--- src/rtl/dec_pkg.sv ---
// dec_pkg: shared widths and FSM state type for the 3-to-8 hold decoder.
package dec_pkg;
    localparam int CODE_W = 3;
    localparam int OUT_W  = 8;

    typedef enum logic {
        ST_IDLE,
        ST_HOLD
    } dec_state_t;
endpackage

--- src/rtl/dec3to8_comb.sv ---
// dec3to8_comb: combinational binary code to one-hot line.
module dec3to8_comb
    import dec_pkg::*;
(
    input  logic [CODE_W-1:0] code,
    output logic [OUT_W-1:0]  y
);

    always_comb begin
        y = OUT_W'(1) << code;
    end

endmodule

--- src/rtl/dec3to8_hold.sv ---
// dec3to8_hold: handshaked 3-to-8 decoder holding y for HOLD_CYCLES.
// Optional even-parity check on code enabled by DEC_PARITY_EN.
module dec3to8_hold
    import dec_pkg::*;
#(
    parameter int HOLD_CYCLES = 4,
    parameter int CNT_W       = 8
) (
    input  logic              clk,
    input  logic              rst_n,
    input  logic              en,
    input  logic              in_valid,
    output logic              in_ready,
    input  logic [CODE_W-1:0] code,
    input  logic              code_par,
    input  logic              err_clr,
    output logic [OUT_W-1:0]  y,
    output logic              out_valid,
    output logic              err
);

    localparam logic [CNT_W-1:0] HOLD_INIT = CNT_W'(HOLD_CYCLES - 1);

    dec_state_t       state_q, state_d;
    logic [OUT_W-1:0] y_q, y_d;
    logic [OUT_W-1:0] onehot;
    logic [CNT_W-1:0] cnt_q, cnt_d;
    logic             err_q, err_d;
    logic             accept;
    logic             par_bad;

    dec3to8_comb u_comb (
        .code (code),
        .y    (onehot)
    );

    // rst_n gates in_ready so no code is offered during reset.
    assign in_ready = rst_n && (state_q == ST_IDLE) && en;
    assign accept   = in_valid && in_ready;

`ifdef DEC_PARITY_EN
    assign par_bad = ^{code, code_par};

    always_comb begin
        err_d = err_q;
        if (err_clr) begin
            err_d = 1'b0;
        end
        if (accept && par_bad) begin
            err_d = 1'b1;
        end
    end
`else
    assign par_bad = 1'b0;

    always_comb begin
        err_d = 1'b0 & (code_par ^ err_clr);
    end
`endif

    always_comb begin
        state_d = state_q;
        y_d     = y_q;
        cnt_d   = cnt_q;
        unique case (state_q)
            ST_IDLE: begin
                if (accept && !par_bad) begin
                    y_d     = onehot;
                    cnt_d   = HOLD_INIT;
                    state_d = ST_HOLD;
                end
            end
            ST_HOLD: begin
                if (!en || (cnt_q == '0)) begin
                    y_d     = '0;
                    cnt_d   = '0;
                    state_d = ST_IDLE;
                end else begin
                    cnt_d = cnt_q - CNT_W'(1);
                end
            end
            default: begin
                y_d     = '0;
                cnt_d   = '0;
                state_d = ST_IDLE;
            end
        endcase
    end

    always_ff @(posedge clk or negedge rst_n) begin
        if (!rst_n) begin
            state_q <= ST_IDLE;
            y_q     <= '0;
            cnt_q   <= '0;
            err_q   <= 1'b0;
        end else begin
            state_q <= state_d;
            y_q     <= y_d;
            cnt_q   <= cnt_d;
            err_q   <= err_d;
        end
    end

    assign y         = y_q;
    assign out_valid = (state_q == ST_HOLD);
    assign err       = err_q;

endmodule

--- config.mk ---
export PLATFORM = sky130hd
export DESIGN_NAME = dec3to8_hold
export DESIGN_NICKNAME = d
export VERILOG_FILES = /design/src/rtl/dec_pkg.sv /design/src/rtl/dec3to8_comb.sv /design/src/rtl/dec3to8_hold.sv
export SDC_FILE = /design/constraint.sdc
export NUM_CORES = 1
export LEC_CHECK = 0
export CELL_PAD_IN_SITES_DETAIL_PLACEMENT = 0
export CELL_PAD_IN_SITES_GLOBAL_PLACEMENT = 1
export CORE_ASPECT_RATIO = 1.1
export CORE_UTILIZATION = 37
export DETAILED_ROUTE_END_ITERATION = 8
export GPL_TIMING_DRIVEN = 1
export PLACE_DENSITY = 0.84
export SKIP_LAST_GASP = 1
export SYNTH_ARGS = -nofsm -noshare
export SYNTH_HDL_FRONTEND = slang
export SYNTH_SLANG_ARGS = --single-unit
--- constraint.sdc ---
create_clock -name clk -period 1.9 [get_ports clk]
set_clock_uncertainty 0.05 [all_clocks]
set_input_delay 0.285 -clock clk [delete_from_list [all_inputs] [get_ports clk]]
set_output_delay 0.285 -clock clk [all_outputs]
set_load 0.1 [all_outputs]
# Word-level counts from Yosys, hierarchy flattened
# Cells that the tools add are included.
[word_totals]
reg_bits = 17
input_bits = 9
output_inout_bits = 11
wordCells = 24
[op_classes]
add_sub_neg = 1
n_eq_ne = 2
shifts = 1
n_mux = 9
bitwise_logic = 1
reduce_logical = 7
[op_table]
columns = ["op", "n"]
rows = [
  ["8-bit two-way mux", 4],
  ["8-bit one-hot mux with 2 select lines", 2],
  ["8-bit logical NOT", 1],
  ["1-bit by 3-bit left shift with 8-bit output, first input constant", 1],
  ["8-bit by 1-bit subtractor with 8-bit output, second input constant", 1],
  ["1-bit logical AND", 3],
  ["1-bit two-way mux", 2],
  ["2-bit by 1-bit != test with 1-bit output, second input constant", 1],
  ["2-bit != test, second input constant", 1],
  ["1-bit one-hot mux with 2 select lines", 1],
  ["2-bit AND reduction", 1],
  ["1-bit logical NOT", 1],
  ["1-bit logical OR", 1],
  ["1-bit NOT", 1],
]

# Logic depth before layout (Yosys ltp)
# Gate-level depths: netlist of the first run.
[logic_depth]
depth_word = 6
mapped_depth = 7

# By module
# From an unflattened synthesis of the first run, not the netlist that was laid out.
[hier_totals]
hier_cells = 83
area_unflattened_um2 = 897.1
[modules_own_cells]
columns = ["module", "instances", "cells_each", "area_each_um2", "seq_area_each_um2"]
rows = [
  ["dec3to8_hold", 1, 75, 832.0, 425.4],
  ["dec3to8_comb", 1, 8, 65.1, 0.0],
]

# Least setup slack after synthesis of the first run
# Ideal clock, no wire load.
[synth_path]
kind = "register to output"
startpoint = "register state_q (netlist: out_valid)"
endpoint = "output port in_ready"
arrival_time_ps = 2365
required_time_ps = 1565
slack_ps = -800
stages_incl_launch_ff = 3
path_cell_list = "dfrtp_1 -> clkbuf_1 -> nor2_1"
[synth_via]
elab_chain_len = 3
[synth_lines]
columns = ["item", "line", "source"]
rows = [
  ["start: declaration", "dec3to8_hold.sv:24", "dec_state_t state_q, state_d;"],
  ["start signal: assignment", "dec3to8_hold.sv:97", "state_q <= state_d;"],
  ["1-bit NOT", "-", ""],
  ["1-bit logical AND (2 in a row)", "dec3to8_hold.sv:38", "assign in_ready = rst_n && (state_q == ST_IDLE) && en;"],
  ["end: declaration", "dec3to8_hold.sv:13", "output logic in_ready,"],
]
# Every way passes these cells.

# Final worst setup path of the first run
[layout_path]
startpoint = "register cnt_q[0]"
endpoint = "register state_q (netlist: out_valid)"
[layout_via]
elab_chain_len = 4
[layout_lines]
columns = ["item", "line", "source"]
rows = [
  ["start: declaration", "dec3to8_hold.sv:27", "logic [CNT_W-1:0] cnt_q, cnt_d;"],
  ["start signal: assignment", "dec3to8_hold.sv:99", "cnt_q <= cnt_d;"],
  ["8-bit logical NOT", "dec3to8_hold.sv:74", "if (!en || (cnt_q == '0)) begin"],
  ["1-bit logical OR", "dec3to8_hold.sv:74", ""],
  ["1-bit two-way mux", "dec3to8_hold.sv:74", ""],
  ["1-bit one-hot mux with 2 select lines", "dec3to8_hold.sv:65", "unique case (state_q)"],
  ["via state_d", "dec3to8_hold.sv:24", ""],
]
# The timed path passes the listed nets, and every way through them passes these cells.
# A chain may end at the register's enable or synchronous reset.

==> qor.txt, run 1 <==
Status - finished clean
Gpl congestion - 0.749
WP data arrival - 1.82 ns
Worst Hold Class - primary input to async pin
DR vias - 707
Max incr delay on CP - 0.42 ns
I/O pins - 20
CTS tree - yes
Number of global-route vias before repair - 697
Fin. max-slew vios - 0
Via density - 5.20
Reg2reg start - cnt_q[0]
Clock sinks - 17
Routed Antenna Nets - 0
Worst Setup SP - cnt_q[0]
Synthesized instance count - 84
Yosys reg bits - 17
Final wirelength - 1.70 mm
Filler cell count - 226
Die Span X - 49.2 um
CTS H-tree depth - 1
Worst-Skew Late Latency - 0.28 ns
Maximum clock insertion buffer count - 2
Initial antenna violation count - 0
Total die area - 0.00266 sq mm
Final setup vio count - 0
Post-CTS Hold Buffers - 0
Largest net degree at the start of global routing - 18
GRT overflow - 0
Final hold violation count - 0
Clock root buffer - clkbuf_4
Min Tclk post-route - 1.69 ns
Commonest non-fill, non-tap cell in the layout - dfrtp_1
1st-iter DRT viols - 3
Mean post-synth cell area - 10.8 sq um
Drt drc - 0
Sequential share of the synthesized area - 0.468
Rows - 18
Crit path launch type - register
Estimated wirelength of the detail-placed design - 1.36 mm
Post-CTS resize count - 0
Multi-input gate area - 438 sq um
Hold slack - 0.438 ns
Synth-to-layout area growth - 26.9%
Drt wl/cell - 12.5 um
RSZ-0062 raised after global routing - no
Port-buffer cells - 16
Setup bufs post-CTS - 0
Net Count, Synth - 95
GR Util All Layers - 0.150
Synth Cell Area - 908 sq um
Setup CP Type - register to register
PwrDens - 1070 mW/mm^2
Synth unique cells - 32
CTS Buf Count - 3
Starting density of the core - 0.399
Core area - 0.00227 sq mm
Ant. Diodes - 0
Commonest non-fill, non-tap cells in the layout - dfrtp_1 (16), buf_4 (14), nand2_1 (7), a21oi_1 (7), clkdlybuf4s50_1 (6)
Setup TNS - 0 ns
Register area - 427 sq um
Leak - 0.532 nW
TritonRoute pass-1 iters - 4
Clock transition at path regs - 0.10 ns
CP required - 2.03 ns
First-pass GRT wire length - 2.95 mm
Share of layout cells above drive strength 1 - 0.255
Ys Warns - 0
Fmax - 592 MHz
CP max FO - 6
Maxcap violations - 0
Period utilization - 0.890
Net count, final - 118
Chip height - 54.0 um
VDD IR max - 496 uV
CP cell instances - inv_1 -> ha_1 -> nor3b_1 -> a21oi_1 -> buf_4 -> or2_1
Critical Path End Type - register
Critical path's slowest cell - dfrtp_1
## per-stage QoR
| step | utilization | power [mW] | cell area [sq um] | setup WS, ns | cells |
|---|---|---|---|---|---|
| 6_report | 0.507 | 1.23 | 1150 | 0.209 | 136 |
| 5_1_grt | 0.507 | 1.32 | 1150 | 0.0813 | 136 |
| 4_1_cts | 0.507 | 1.25 | 1150 | 0.194 | 136 |
| 3_5_place_dp | 0.495 | 1.06 | 1130 | 0.0613 | 132 |
| 3_3_place_gp | 0.495 | 1.04 | 1130 | 0.0623 | 132 |
| 2_1_floorplan | - | 0.918 | 917 | 0.174 | 84 |
## final timing paths
path,endpoint,slack [ns],cells past startpoint
hold / removal,y[0],0.44,3
hold reg to reg,y[6],0.45,1
max in group asynchronous,out_valid,1.17,3
setup reg to reg,out_valid,0.21,6
setup / recovery,out_valid,0.21,6
min in group clk,y[6],0.45,1
## critical path: cells and delay by family (launching register included)
family / cells / cell delay, ns
compound gates: 1 / 0.18
buf+inv: 2 / 0.30
flops: 1 / 0.42
fa+ha+maj: 1 / 0.14
simple gates: 2 / 0.50
## routing by layer
layer / track usage / share of wire / vias to the layer above
met5: 0 / 0 / -
met4: 0.0588 / 0.0088 / 0
li1: - / - / 345
met1: 0.170 / 0.45 / 342
met3: 0.0282 / 0.042 / 2
met2: 0.281 / 0.49 / 18
## flip-flops by register name, summed over array words and instances, names as in the netlist
register and count:
cnt_q 8, out_valid 1, y 8
## power breakdown
group	internal, mW	switching (mW)	total (mW)
clock network	0.0815	0.109	0.190
logic	0.203	0.320	0.523
registers	0.433	0.0862	0.519
total	0.718	0.515	1.23
## cell type report
type	count	share of cell area
timing repair buffer	22	0.178
multi-input combinational	58	0.380
sequential	17	0.370
tap	30	0.0326
clock buffer	4	0.0228
inverter	5	0.0163
## logic make-up after synthesis
group / synth area share
xor+xnor: 0.00964
buf+inv: 0.0579
simple gates: 0.193
compound gates: 0.240
flops: 0.468
other cells: 0.00413
fa+ha+maj: 0.0275
## synth_stat cells
cell        n  area share
conb_1      1      0.0041
buf_4       1      0.0083
o2bb2ai_1   5       0.048
a21bo_4     1       0.018
dfrtp_1    17        0.47
and2_1      1      0.0069
a21oi_1     7       0.039
nor2_1      5       0.021
a2bb2o_4    1       0.022
nor4_4      1       0.023
and4b_1     1       0.011
a32o_1      2       0.022
or2_1       2       0.014
o21ai_1     1      0.0055
o31a_1      1      0.0096
nand3b_1    1      0.0083
ha_1        2       0.028
clkbuf_1    1      0.0041
or3_1       1      0.0069
inv_1       5       0.021
a31oi_1     3       0.021
buf_6       2       0.025
xor2_1      1      0.0096
or2b_1      2       0.017
a21oi_4     1       0.018
o21a_1      1      0.0083
nor3_1      3       0.017
a22o_1      3       0.029
nand2_1     7       0.029
nor3b_1     2       0.017
or3b_4      1       0.012
nor3_2      1       0.011
Note: power is estimated with default switching activity, not from simulation.
==> run 2: changes to the inputs <==
--- a/config.mk
+++ b/config.mk
@@ -16,3 +16,4 @@
 export SYNTH_ARGS = -nofsm -noshare
 export SYNTH_HDL_FRONTEND = slang
 export SYNTH_SLANG_ARGS = --single-unit
+export TNS_END_PERCENT = 1
==> results of run 2 <==
Final layout, timing and power as in run 1 (identical DEF).
